<file path="src/rtl/fb_port_arbiter_pkg.sv">
// rtl/fb_port_arbiter_pkg.sv - shared frame-buffer constants and grant encodings
package fb_port_arbiter_pkg;

    localparam int FB_ADDR_W = 17;
    localparam int FB_DATA_W = 12;
    localparam int FB_WIDTH  = 320;
    localparam int FB_HEIGHT = 240;

    typedef enum logic [1:0] {
        GNT_IDLE  = 2'd0,
        GNT_READ  = 2'd1,
        GNT_HOLD  = 2'd2,
        GNT_WRITE = 2'd3
    } grant_t;

endpackage

</file>
<file path="src/rtl/fb_port_arbiter_if.sv">
// rtl/fb_port_arbiter_if.sv - VGA read, capture write and frame-buffer RAM bus
interface fb_port_arbiter_if #(
    parameter int ADDR_W = fb_port_arbiter_pkg::FB_ADDR_W,
    parameter int DATA_W = fb_port_arbiter_pkg::FB_DATA_W
);
    logic              rd_req;
    logic [ADDR_W-1:0] rd_addr;
    logic [DATA_W-1:0] rd_data;
    logic              rd_valid;
    logic              wr_req;
    logic [ADDR_W-1:0] wr_addr;
    logic [DATA_W-1:0] wr_data;
    logic              wr_ready;
    logic [ADDR_W-1:0] mem_addr;
    logic [DATA_W-1:0] mem_wdata;
    logic              mem_we;
    logic [DATA_W-1:0] mem_rdata;

    modport slave (
        input  rd_req, rd_addr, wr_req, wr_addr, wr_data, mem_rdata,
        output rd_data, rd_valid, wr_ready, mem_addr, mem_wdata, mem_we
    );

    modport master (
        output rd_req, rd_addr, wr_req, wr_addr, wr_data, mem_rdata,
        input  rd_data, rd_valid, wr_ready, mem_addr, mem_wdata, mem_we
    );
endinterface

</file>
<file path="src/rtl/fb_port_arbiter_wr_fifo.sv">
// rtl/fb_port_arbiter_wr_fifo.sv - synchronous {addr,data} write FIFO (module fb_wr_fifo)
module fb_wr_fifo #(
    parameter int ADDR_W = 17,
    parameter int DATA_W = 12,
    parameter int DEPTH  = 8
) (
    input  logic                    clk,
    input  logic                    rst_n,
    input  logic                    push,
    input  logic [ADDR_W-1:0]       push_addr,
    input  logic [DATA_W-1:0]       push_data,
    input  logic                    pop,
    output logic [ADDR_W-1:0]       head_addr,
    output logic [DATA_W-1:0]       head_data,
    output logic                    full,
    output logic                    empty,
    output logic [$clog2(DEPTH):0]  count
);
    localparam int PW = $clog2(DEPTH);
    localparam logic [PW:0] C_FULL = (PW+1)'(DEPTH);

    logic [ADDR_W+DATA_W-1:0] r_mem [DEPTH];
    logic [PW-1:0]            r_wr_ptr;
    logic [PW-1:0]            r_rd_ptr;
    logic [PW:0]              r_count;

    always_ff @(posedge clk) begin
        if (push) begin
            r_mem[r_wr_ptr] <= {push_addr, push_data};
        end
    end

    always_ff @(posedge clk) begin
        if (!rst_n) begin
            r_wr_ptr <= '0;
            r_rd_ptr <= '0;
            r_count  <= '0;
        end else begin
            if (push) r_wr_ptr <= r_wr_ptr + 1'b1;
            if (pop)  r_rd_ptr <= r_rd_ptr + 1'b1;
            case ({push, pop})
                2'b10:   r_count <= r_count + 1'b1;
                2'b01:   r_count <= r_count - 1'b1;
                default: r_count <= r_count;
            endcase
        end
    end

    assign {head_addr, head_data} = r_mem[r_rd_ptr];
    assign full  = (r_count == C_FULL);
    assign empty = (r_count == '0);
    assign count = r_count;

endmodule

</file>
<file path="src/rtl/fb_port_arbiter.sv">
// rtl/fb_port_arbiter.sv - frame-buffer port arbiter, VGA read priority; FB_ARB_STATS_EN adds stats
module fb_port_arbiter
    import fb_port_arbiter_pkg::*;
#(
    parameter int ADDR_W     = FB_ADDR_W,
    parameter int DATA_W     = FB_DATA_W,
    parameter int FIFO_DEPTH = 8
) (
    input  logic                          CLK25,
    input  logic                          rst_n,
`ifdef FB_ARB_STATS_EN
    output logic [15:0]                   stat_drop_cnt,
    output logic [$clog2(FIFO_DEPTH):0]   stat_hiwater,
`endif
    fb_port_arbiter_if.slave              bus
);
    localparam int CW = $clog2(FIFO_DEPTH) + 1;
    localparam logic [CW-1:0] C_FULL = CW'(FIFO_DEPTH);

    grant_t            w_gnt;
    logic              w_hit;
    logic              w_pop;
    logic              w_push;
    logic              w_full;
    logic              w_empty;
    logic [CW-1:0]     w_count;
    logic [ADDR_W-1:0] w_head_addr;
    logic [DATA_W-1:0] w_head_data;

    logic [ADDR_W-1:0] r_mem_addr;
    logic [DATA_W-1:0] r_mem_wdata;
    logic              r_mem_we;
    logic [ADDR_W-1:0] r_last_addr;
    logic              r_last_valid;
    logic              r_v1, r_v2, r_sel1, r_sel2;
    logic              r_rd_valid;
    logic [DATA_W-1:0] r_rd_data;

    assign w_hit = r_last_valid && (bus.rd_addr == r_last_addr);

    always_comb begin
        w_gnt = GNT_IDLE;
        if (bus.rd_req)   w_gnt = w_hit ? GNT_HOLD : GNT_READ;
        else if (!w_empty) w_gnt = GNT_WRITE;
    end

    // A HOLD slot frees the RAM, so a queued write may use it; a pop makes room for a push even when full.
    assign w_pop  = (w_gnt == GNT_WRITE) || ((w_gnt == GNT_HOLD) && !w_empty);
    assign w_push = bus.wr_req && (!w_full || w_pop);

    fb_wr_fifo #(.ADDR_W(ADDR_W), .DATA_W(DATA_W), .DEPTH(FIFO_DEPTH)) u_fifo (
        .clk       (CLK25),
        .rst_n     (rst_n),
        .push      (w_push),
        .push_addr (bus.wr_addr),
        .push_data (bus.wr_data),
        .pop       (w_pop),
        .head_addr (w_head_addr),
        .head_data (w_head_data),
        .full      (w_full),
        .empty     (w_empty),
        .count     (w_count)
    );

    always_ff @(posedge CLK25) begin
        if (!rst_n) begin
            r_mem_addr   <= '0;
            r_mem_wdata  <= '0;
            r_mem_we     <= 1'b0;
            r_last_addr  <= '0;
            r_last_valid <= 1'b0;
            r_v1         <= 1'b0;
            r_v2         <= 1'b0;
            r_sel1       <= 1'b0;
            r_sel2       <= 1'b0;
            r_rd_valid   <= 1'b0;
            r_rd_data    <= '0;
        end else begin
            r_mem_we <= w_pop;
            if (w_gnt == GNT_READ) begin
                r_mem_addr  <= bus.rd_addr;
                r_last_addr <= bus.rd_addr;
            end else if (w_pop) begin
                r_mem_addr  <= w_head_addr;
                r_mem_wdata <= w_head_data;
            end
            r_last_valid <= bus.rd_req;
            // Both slot types travel the same 2-stage pipe so output alignment is fixed.
            r_v1       <= bus.rd_req;
            r_sel1     <= (w_gnt == GNT_READ);
            r_v2       <= r_v1;
            r_sel2     <= r_sel1;
            r_rd_valid <= r_v2;
            if (r_v2 && r_sel2) r_rd_data <= bus.mem_rdata;
        end
    end

`ifdef FB_ARB_STATS_EN
    always_ff @(posedge CLK25) begin
        if (!rst_n) begin
            stat_drop_cnt <= '0;
            stat_hiwater  <= '0;
        end else begin
            if (bus.wr_req && !bus.wr_ready && (stat_drop_cnt != 16'hFFFF))
                stat_drop_cnt <= stat_drop_cnt + 16'd1;
            if (w_count > stat_hiwater) stat_hiwater <= w_count;
        end
    end
`endif

    assign bus.wr_ready  = (w_count != C_FULL);
    assign bus.mem_addr  = r_mem_addr;
    assign bus.mem_wdata = r_mem_wdata;
    assign bus.mem_we    = r_mem_we;
    assign bus.rd_valid  = r_rd_valid;
    assign bus.rd_data   = r_rd_data;

endmodule
</file>
<file path="src/flat_wrapper.sv">
// flat-port wrapper written by rule: the top's interface ports become plain ports
module fb_port_arbiter_flat import fb_port_arbiter_pkg::*;
#(
    parameter int ADDR_W     = FB_ADDR_W,
    parameter int DATA_W     = FB_DATA_W,
    parameter int FIFO_DEPTH = 8
)
  (CLK25, rst_n, bus_rd_req, bus_rd_addr, bus_wr_req, bus_wr_addr, bus_wr_data, bus_mem_rdata, bus_rd_data, bus_rd_valid, bus_wr_ready, bus_mem_addr, bus_mem_wdata, bus_mem_we);
  fb_port_arbiter_if #(.ADDR_W(ADDR_W), .DATA_W(DATA_W)) bus_i ();
  input  logic CLK25;
  input  logic rst_n;
  input wire logic [$bits(bus_i.rd_req)-1:0] bus_rd_req;
  input wire logic [$bits(bus_i.rd_addr)-1:0] bus_rd_addr;
  input wire logic [$bits(bus_i.wr_req)-1:0] bus_wr_req;
  input wire logic [$bits(bus_i.wr_addr)-1:0] bus_wr_addr;
  input wire logic [$bits(bus_i.wr_data)-1:0] bus_wr_data;
  input wire logic [$bits(bus_i.mem_rdata)-1:0] bus_mem_rdata;
  output wire logic [$bits(bus_i.rd_data)-1:0] bus_rd_data;
  output wire logic [$bits(bus_i.rd_valid)-1:0] bus_rd_valid;
  output wire logic [$bits(bus_i.wr_ready)-1:0] bus_wr_ready;
  output wire logic [$bits(bus_i.mem_addr)-1:0] bus_mem_addr;
  output wire logic [$bits(bus_i.mem_wdata)-1:0] bus_mem_wdata;
  output wire logic [$bits(bus_i.mem_we)-1:0] bus_mem_we;
  assign bus_i.rd_req = bus_rd_req;
  assign bus_i.rd_addr = bus_rd_addr;
  assign bus_i.wr_req = bus_wr_req;
  assign bus_i.wr_addr = bus_wr_addr;
  assign bus_i.wr_data = bus_wr_data;
  assign bus_i.mem_rdata = bus_mem_rdata;
  assign bus_rd_data = bus_i.rd_data;
  assign bus_rd_valid = bus_i.rd_valid;
  assign bus_wr_ready = bus_i.wr_ready;
  assign bus_mem_addr = bus_i.mem_addr;
  assign bus_mem_wdata = bus_i.mem_wdata;
  assign bus_mem_we = bus_i.mem_we;
  fb_port_arbiter #(.ADDR_W(ADDR_W), .DATA_W(DATA_W), .FIFO_DEPTH(FIFO_DEPTH)) u_core (.CLK25(CLK25), .rst_n(rst_n), .bus(bus_i));
endmodule
</file>
<file path="config.mk">
export PLATFORM = sky130hd
export DESIGN_NAME = fb_port_arbiter_flat
export DESIGN_NICKNAME = d
export VERILOG_FILES = /design/src/rtl/fb_port_arbiter_pkg.sv /design/src/rtl/fb_port_arbiter_if.sv /design/src/rtl/fb_port_arbiter_wr_fifo.sv /design/src/rtl/fb_port_arbiter.sv /design/src/flat_wrapper.sv
export SDC_FILE = /design/constraint.sdc
export NUM_CORES = 1
export LEC_CHECK = 0
export BUFFER_PORTS_ARGS = -buffer_cell sky130_fd_sc_hd__buf_2
export CORE_MARGIN = 10
export CORE_UTILIZATION = 59
export DETAILED_ROUTE_END_ITERATION = 10
export HOLD_SLACK_MARGIN = 0.12
export PLACE_DENSITY = 0.91
export SLEW_MARGIN = 20
export SYNTH_ARGS = -nofsm -noshare
export SYNTH_HDL_FRONTEND = slang
export SYNTH_SLANG_ARGS = --single-unit
</file>
<file path="constraint.sdc">
create_clock -name CLK25 -period 5.8 [get_ports CLK25]
set_input_delay 0 -clock CLK25 [delete_from_list [all_inputs] [get_ports CLK25]]
set_output_delay 0 -clock CLK25 [all_outputs]
set_load 0.02 [all_outputs]
</file>
==> impl_metrics.csv, run 1 <==
group,metric,value,unit
floorplan,die_w,162,um
grt,grt_overflow,0,
hold_path,hold_path.class,"input pin to flip-flop",
pwr,vdd_drop_max,0.245,mV
yosys,netlist_instances,699,
yosys,synthesis.area,11900,sq um
clocking,path_clk_slew,0.07,ns
place,dpl.hpwl,15000,um
clocking,htree_levels,1,
routing,drt_iter0_drc,715,
worst_setup_path,cp_max_fo,20,
sta,timing.final.crit_share,0.700,
routing,finalWirelength,27900,um
yosys,synth_fp_nets,767,
clocking,clock_latency,0.54,ns
worst_setup_path,critPathMaxStageDelay,0.94,ns
sta,slew_headroom,0.251,
yosys,synth_top_area_frac,0.587,
clocking,cts_buffer_depth,3,
floorplan,die_h,162,um
sta,skew,0.0156,ns
yosys,ys_warn_count,0,
yosys,yosysTopAreaCell,"edfxtp_1",
worst_setup_path,path_cells,"xor2_1, nor4_1, nand3_1, o21a_1, nor2_1, ha_1, ha_1, a21o_1, a21oi_1, xnor2_1, or3_1, a21oi_1",
worst_setup_path,path_buf_inv,0,
finish,layout_commonest_cell,"edfxtp_1",
floorplan,fp-row-count,51,
worst_setup_path,cpLargestDelayFamily,"simple AND/OR/NAND/NOR gates",
grt,grt_pass1_vias,7140,
routing,vias,6976,
pwr,p_per_area,403,nW/um^2
floorplan,start_util,0.604,
sta,finalHoldViolations,0,
clocking,cts.root.buffer_cell,"clkbuf_16",
floorplan,pin_count,106,
clocking,post_cts_buffers,0,
yosys,synth-seq-cells,309,
floorplan,core_area,19700,sq um
clocking,cts_tree,"built",
flow_run,drv_cap,0,
routing,avgViaCountPerCell,6.03,
sta,fmax,246,MHz
sta,finalSetupViolCount,0,
finish,drive_above_1_share,0.256,
grt,grt_antenna_before_repair,2,
yosys,yosysUniqueCellTypes,34,
sta,tns,0,ns
finish,final_cell_mix,"edfxtp_1 (232), buf_2 (105), dfxtp_1 (74), dlygate4sd3_1 (65), mux2i_1 (60)",
routing,wl_per_cell,24.1,um
sta,tightest_slew,1.12,ns
routing,drc_errors,0,
worst_setup_path,crit_path_end_kind,"flip-flop",
sta,rsz0062_at_grt,"no",
worst_setup_path,worst-setup-path-type,"flip-flop to flip-flop",
pwr,p_leak,4.97,nW
clocking,clock-sinks,309,
sta,period_needed,4.06,ns
routing,drt-pass1-iter-count,6,
place,detailedPlace.worstSlack,1.74,ns
status,status,"completed",
grt,grtUsageTotal,0.209,
yosys,syn_avg_cell_area,17.0,sq um
place,place_congestion,0.797,
finish,syn2layout_area_growth,19.9,%
floorplan,dieArea,26200,sq um
worst_setup_path,slowest_stage,"nor2_1",
sta,fin_ws,1.74,ns
finish,fin_nets,939,
sta,slew_violations,0,
worst_setup_path,cp.arrival,4.51,ns
clocking,cts_buffers,29,
worst_setup_path,cp-start-kind,"flip-flop",
routing,ant_nets,0,
yosys,ys_seq_area_frac,0.717,
yosys,netlist_top_cells_area,"edfxtp_1 (59%), dfxtp_1 (13%), mux4_2 (11%)",
place,port_buffers,105,
worst_setup_path,critPathRequiredTime,6.25,ns
grt,grt_pass1_wl,42800,um
grt,grt_max_degree,66,
[routing by layer]
metal | vias up | GRT usage | part of all wire
li1 | 3040 | - | -
met1 | 3517 | 0.272 | 0.40
met2 | 356 | 0.345 | 0.50
met3 | 61 | 0.0430 | 0.080
met4 | 2 | 0.0687 | 0.023
met5 | - | 0 | 0.00047
[worst reg2reg max path, delay by kind of cell (launching register included)]
family	cells	cell delay (ns)
AOI/OAI and AO/OA	4	1.05
xor gates and xnor gates	2	0.24
DFF	1	0.33
and+or+nand+nor	4	1.75
adders and majority gates	2	0.59
[power by group]
group	leakage [nW]	total [W]	switching [W]	internal [W]
Combinational	1.80	0.00124	0.000695	0.000546
Clock	0.430	0.00177	0.000772	0.00100
Sequential	2.74	0.00273	0.000182	0.00254
[flip-flops by register name, summed over array words and instances, names as in the netlist, named ones only]
register	cells
u_core.bus.mem_addr	17
u_core.bus.mem_wdata	12
u_core.bus.mem_we	1
u_core.bus.rd_data	12
u_core.bus.rd_valid	1
u_core.r_last_addr	17
u_core.r_last_valid	1
u_core.r_sel1	1
u_core.r_sel2	1
u_core.r_v2	1
u_core.u_fifo.count	4
u_core.u_fifo.r_mem	232
u_core.u_fifo.r_rd_ptr	3
u_core.u_fifo.r_wr_ptr	3
[metrics by stage]
stage | hold WS [ns] | cell area, sq um | power, W | util | instances
4_1_cts | 0.227 | 14200 | 0.00574 | 0.724 | 1156
3_3_place_gp | 0.244 | 12700 | 0.00386 | 0.646 | 1040
3_5_place_dp | 0.247 | 12700 | 0.00392 | 0.646 | 1040
6_report | 0.255 | 14200 | 0.00574 | 0.724 | 1157
5_1_grt | 0.257 | 14200 | 0.00596 | 0.724 | 1157
2_1_floorplan | 0.0989 | 11900 | 0.00357 | - | 699
[layout make-up]
type / instances / area [sq um]
clock buffers: 35 / 748
well taps: 265 / 332
repair buffers: 182 / 1270
flip-flops and latches: 309 / 8520
inverters: 5 / 20.0
diodes: 1 / 2.50
fillers: 1091 / 5420
multi-input cells: 344 / 3220
clock inverters: 16 / 128
[synth_stat cells]
library cell  instances
a211oi_1             12
a21o_1                1
a21oi_1              34
and2_1                5
buf_1                 8
buf_2                10
buf_4                 5
clkbuf_1             18
dfxtp_1              77
edfxtp_1            232
fa_1                  1
ha_1                  5
inv_1                 5
mux2_2                2
mux2i_1              60
mux4_2               58
nand2_1              53
nand2b_1              4
nand3_1               5
nand4_1               4
nor2_1               38
nor3_1                5
nor4_1                5
nor4b_1               3
o211a_1               1
o211ai_1              4
o21a_1                2
o21ai_0              17
o21ai_1               1
o21ai_2               1
o21bai_1              1
or3_1                 2
xnor2_1               2
xor2_1               18
[logic make-up after synthesis]
group / share of synthesized area
flip-flops: 0.717
AND/OR/NAND/NOR: 0.0457
multiplexers: 0.163
AO/OA/AOI/OAI: 0.0362
buffers and inverters: 0.0172
XOR/XNOR: 0.0148
adder cells (fa/ha/maj): 0.00696
[worst paths after layout]
path	start	to	slack [ns]	cells past startpoint
worst max-delay path	u_core.r_last_addr[9]$_SDFFE_PN0P_	u_core.u_fifo.count[3]$_SDFFE_PN0P_	1.74	12
worst min-delay path	bus_mem_rdata[4]	u_core.bus.rd_data[4]$_SDFFE_PN0P_	0.25	4
worst max register to register	u_core.r_last_addr[9]$_SDFFE_PN0P_	u_core.u_fifo.count[3]$_SDFFE_PN0P_	1.74	12
worst min register to register	u_core.r_sel1$_SDFF_PN0_	u_core.r_sel2$_SDFF_PN0_	0.44	1
[timing repair]
| action | in CTS | in global routing |
|---|---|---|
| hold endpoints to repair | 305 | 0 |
| hold buffers | 65 | 0 |
| gates resized for setup | 0 | 0 |
| setup endpoints to repair | 0 | 0 |
(Power assumes the default switching activity.)
==> run 2, diff against run 1 <==
- CORE_UTILIZATION: 59 -> 53
- PLACE_DENSITY: 0.91 -> 0.87
- clock period: 5.8 -> 3.4 ns (I/O delays scaled with it)
==> impl_metrics.csv, run 2 (synthesized netlist as in run 1, its figures left out) <==
group,metric,value,unit
sta,finalHoldViolations,0,
pwr,swShare,0.285,
clocking,clock_latency,0.54,ns
hold_path,hold_path.class,"input pin to flip-flop",
worst_setup_path,cp_max_fo,3,
routing,drt-pass1-iter-count,5,
worst_setup_path,crit_path_end_kind,"flip-flop",
routing,dr_wl_met2,13800,um
sta,timing.final.crit_share,0.888,
worst_setup_path,critPathRequiredTime,3.84,ns
finish,largest_reg_flops,232,
finish,layout_commonest_cell,"edfxtp_1",
routing,drc_errors,0,
floorplan,die_w,170,um
floorplan,pin_count,106,
clocking,path_clk_slew,0.06,ns
worst_setup_path,r2r_start,"u_core.r_last_addr[10]$_SDFFE_PN0P_",
grt,grt_pass1_wl,43000,um
worst_setup_path,cp.arrival,3.45,ns
place,dpl.hpwl,15600,um
routing,wl_per_cell,23.8,um
worst_setup_path,slowest_stage,"dfxtp_1",
sta,fin_ws,0.381,ns
routing,drt_iter0_drc,813,
pwr,p_per_area,695,nW/um^2
pwr,clockPowerShare,0.319,
worst_setup_path,crit_start,"u_core.r_last_addr[10]$_SDFFE_PN0P_",
place,placed_cells,1065,
routing,avgViaCountPerCell,5.97,
sta,period_needed,3.02,ns
routing,finalWirelength,28100,um
floorplan,core_area,22000,sq um
sta,slew_headroom,0.353,
grt,grt_max_degree,66,
floorplan,start_util,0.541,
place,port_buffers,105,
routing,highest-signal-layer,"met4",
pwr,power_frac_seq,0.463,
place,place_congestion,0.775,
place,placed_cell_area,12800,sq um
finish,final_cell_mix,"edfxtp_1 (232), buf_2 (105), dfxtp_1 (74), dlygate4sd3_1 (61), mux2i_1 (60)",
clocking,cts-resized-gates,0,
sta,fmax,331,MHz
clocking,cts_tree,"built",
hold_path,hp-start,"bus_mem_rdata[3]",
routing,route.met3.wl,2390,um
finish,regMostFlops,"u_core.u_fifo.r_mem",
worst_setup_path,cpLargestDelayFamily,"compound AO/OA/AOI/OAI gates",
clocking,htree_levels,1,
grt,grt_pass1_vias,7367,
finish,drive_above_1_share,0.268,
worst_setup_path,path_buf_inv,1,
pwr,p_comb_frac,0.218,
worst_setup_path,cp-start-kind,"flip-flop",
finish,fillCellCount,1346,
sta,tightest_slew,0.971,ns
sta,finalSetupViolCount,0,
routing,drt-met1-wl,10900,um
clocking,cts.root.buffer_cell,"clkbuf_16",
sta,skew,0.0104,ns
place,detailedPlace.worstSlack,0.426,ns
pwr,p_int,0.00714,W
finish,design_area,14400,sq um
worst_setup_path,worst-setup-path-type,"flip-flop to flip-flop",
pwr,p_leak,5.05,nW
worst_setup_path,critPathMaxStageDelay,0.32,ns
finish,fin_cells,1180,
floorplan,dieArea,28800,sq um
routing,ant_nets,0,
clocking,cts_buffers,28,
finish,syn2layout_area_growth,21.2,%
grt,grt_overflow,0,
sta,rsz0062_at_grt,"no",
clocking,cts_buffer_depth,3,
grt,grtUsageTotal,0.193,
pwr,vdd_drop_max,0.394,mV
clocking,clock-sinks,309,
floorplan,die_h,170,um
sta,whs,0.265,ns
worst_setup_path,path_cells,"xor2_1, nor4_1, nand3_1, o21ai_4, o21a_1, inv_1, ha_1, ha_1, a21o_1, a21oi_1, xnor2_1, or3_1, a21oi_1",
grt,grt_antenna_before_repair,2,
finish,fin_nets,944,
routing,vias,7047,
worst_setup_path,r2r_setup_slack,0.38,ns
sta,slew_violations,0,
status,status,"completed",
flow_run,drv_cap,0,
pwr,switchingPower,0.00285,W
floorplan,fp-row-count,54,
[run 2: cell count changes in the layout (fill, tap and decap cells not counted), sizes merged]
cell	change
buf	+10
clkinvlp	+1
clkbuf	-3
dlygate4sd3	-4
inv	-1
diode	+1
bufinv	+2
clkinv	+2
[run 2: through the flow]
stage               total power [W]  TNS [ns]   util
finish                      0.00999         0  0.655
global route                 0.0104         0  0.655
CTS                          0.0100         0  0.655
detailed placement          0.00671         0  0.584
global placement            0.00665         0  0.584
floorplan                   0.00609     -3.82      -
[run 2: metal layers]
layer,track usage,vias to the layer above
li1,-,3058
met4,0.0866,0
met3,0.0398,80
met2,0.324,406
met1,0.238,3503
met5,0,-
[run 2: path summary, 6_finish.rpt]
check	end	depth (start not counted)
hold / removal	u_core.bus.rd_data[3]$_SDFFE_PN0P_	4
setup / recovery	u_core.u_fifo.count[3]$_SDFFE_PN0P_	13
setup reg to reg	u_core.u_fifo.count[3]$_SDFFE_PN0P_	13
hold reg to reg	u_core.r_sel2$_SDFF_PN0_	1
[run 2: cell type report]
cell class / count / area [sq um] / area share
repair buffers: 188 / 1300 / 0.0905
well taps: 280 / 350 / 0.0244
multi-input cells: 344 / 3260 / 0.226
diodes: 2 / 5.00 / 0.000348
flip-flops and latches: 309 / 8510 / 0.592
clock inverters: 20 / 199 / 0.0138
clock buffers: 32 / 737 / 0.0512
inverters: 5 / 20.0 / 0.00139
[run 2: power by group through the flow]
stage	Clock, W	Combinational [W]	Sequential, W
after global routing	0.00335	0.00234	0.00467
after CTS	0.00322	0.00215	0.00463
after detailed placement	0	0.00202	0.00469
after floorplan	0	0.00142	0.00467
final	0.00319	0.00218	0.00463
after global placement	0	0.00196	0.00469
[run 2: repair_timing]
item,in CTS,in global routing
hold endpoints to repair,287,0
buffers inserted,0,0
hold buffers,61,0
[run 2: worst reg2reg max path, cell delays in order (launching register included)]
cell and delay [ns]:
dfxtp_1 0.32, xor2_1 0.16, nor4_1 0.32, nand3_1 0.23, o21ai_4 0.20, o21a_1 0.21
inv_1 0.07, ha_1 0.23, ha_1 0.28, a21o_1 0.19, a21oi_1 0.18, xnor2_1 0.09
or3_1 0.30, a21oi_1 0.15
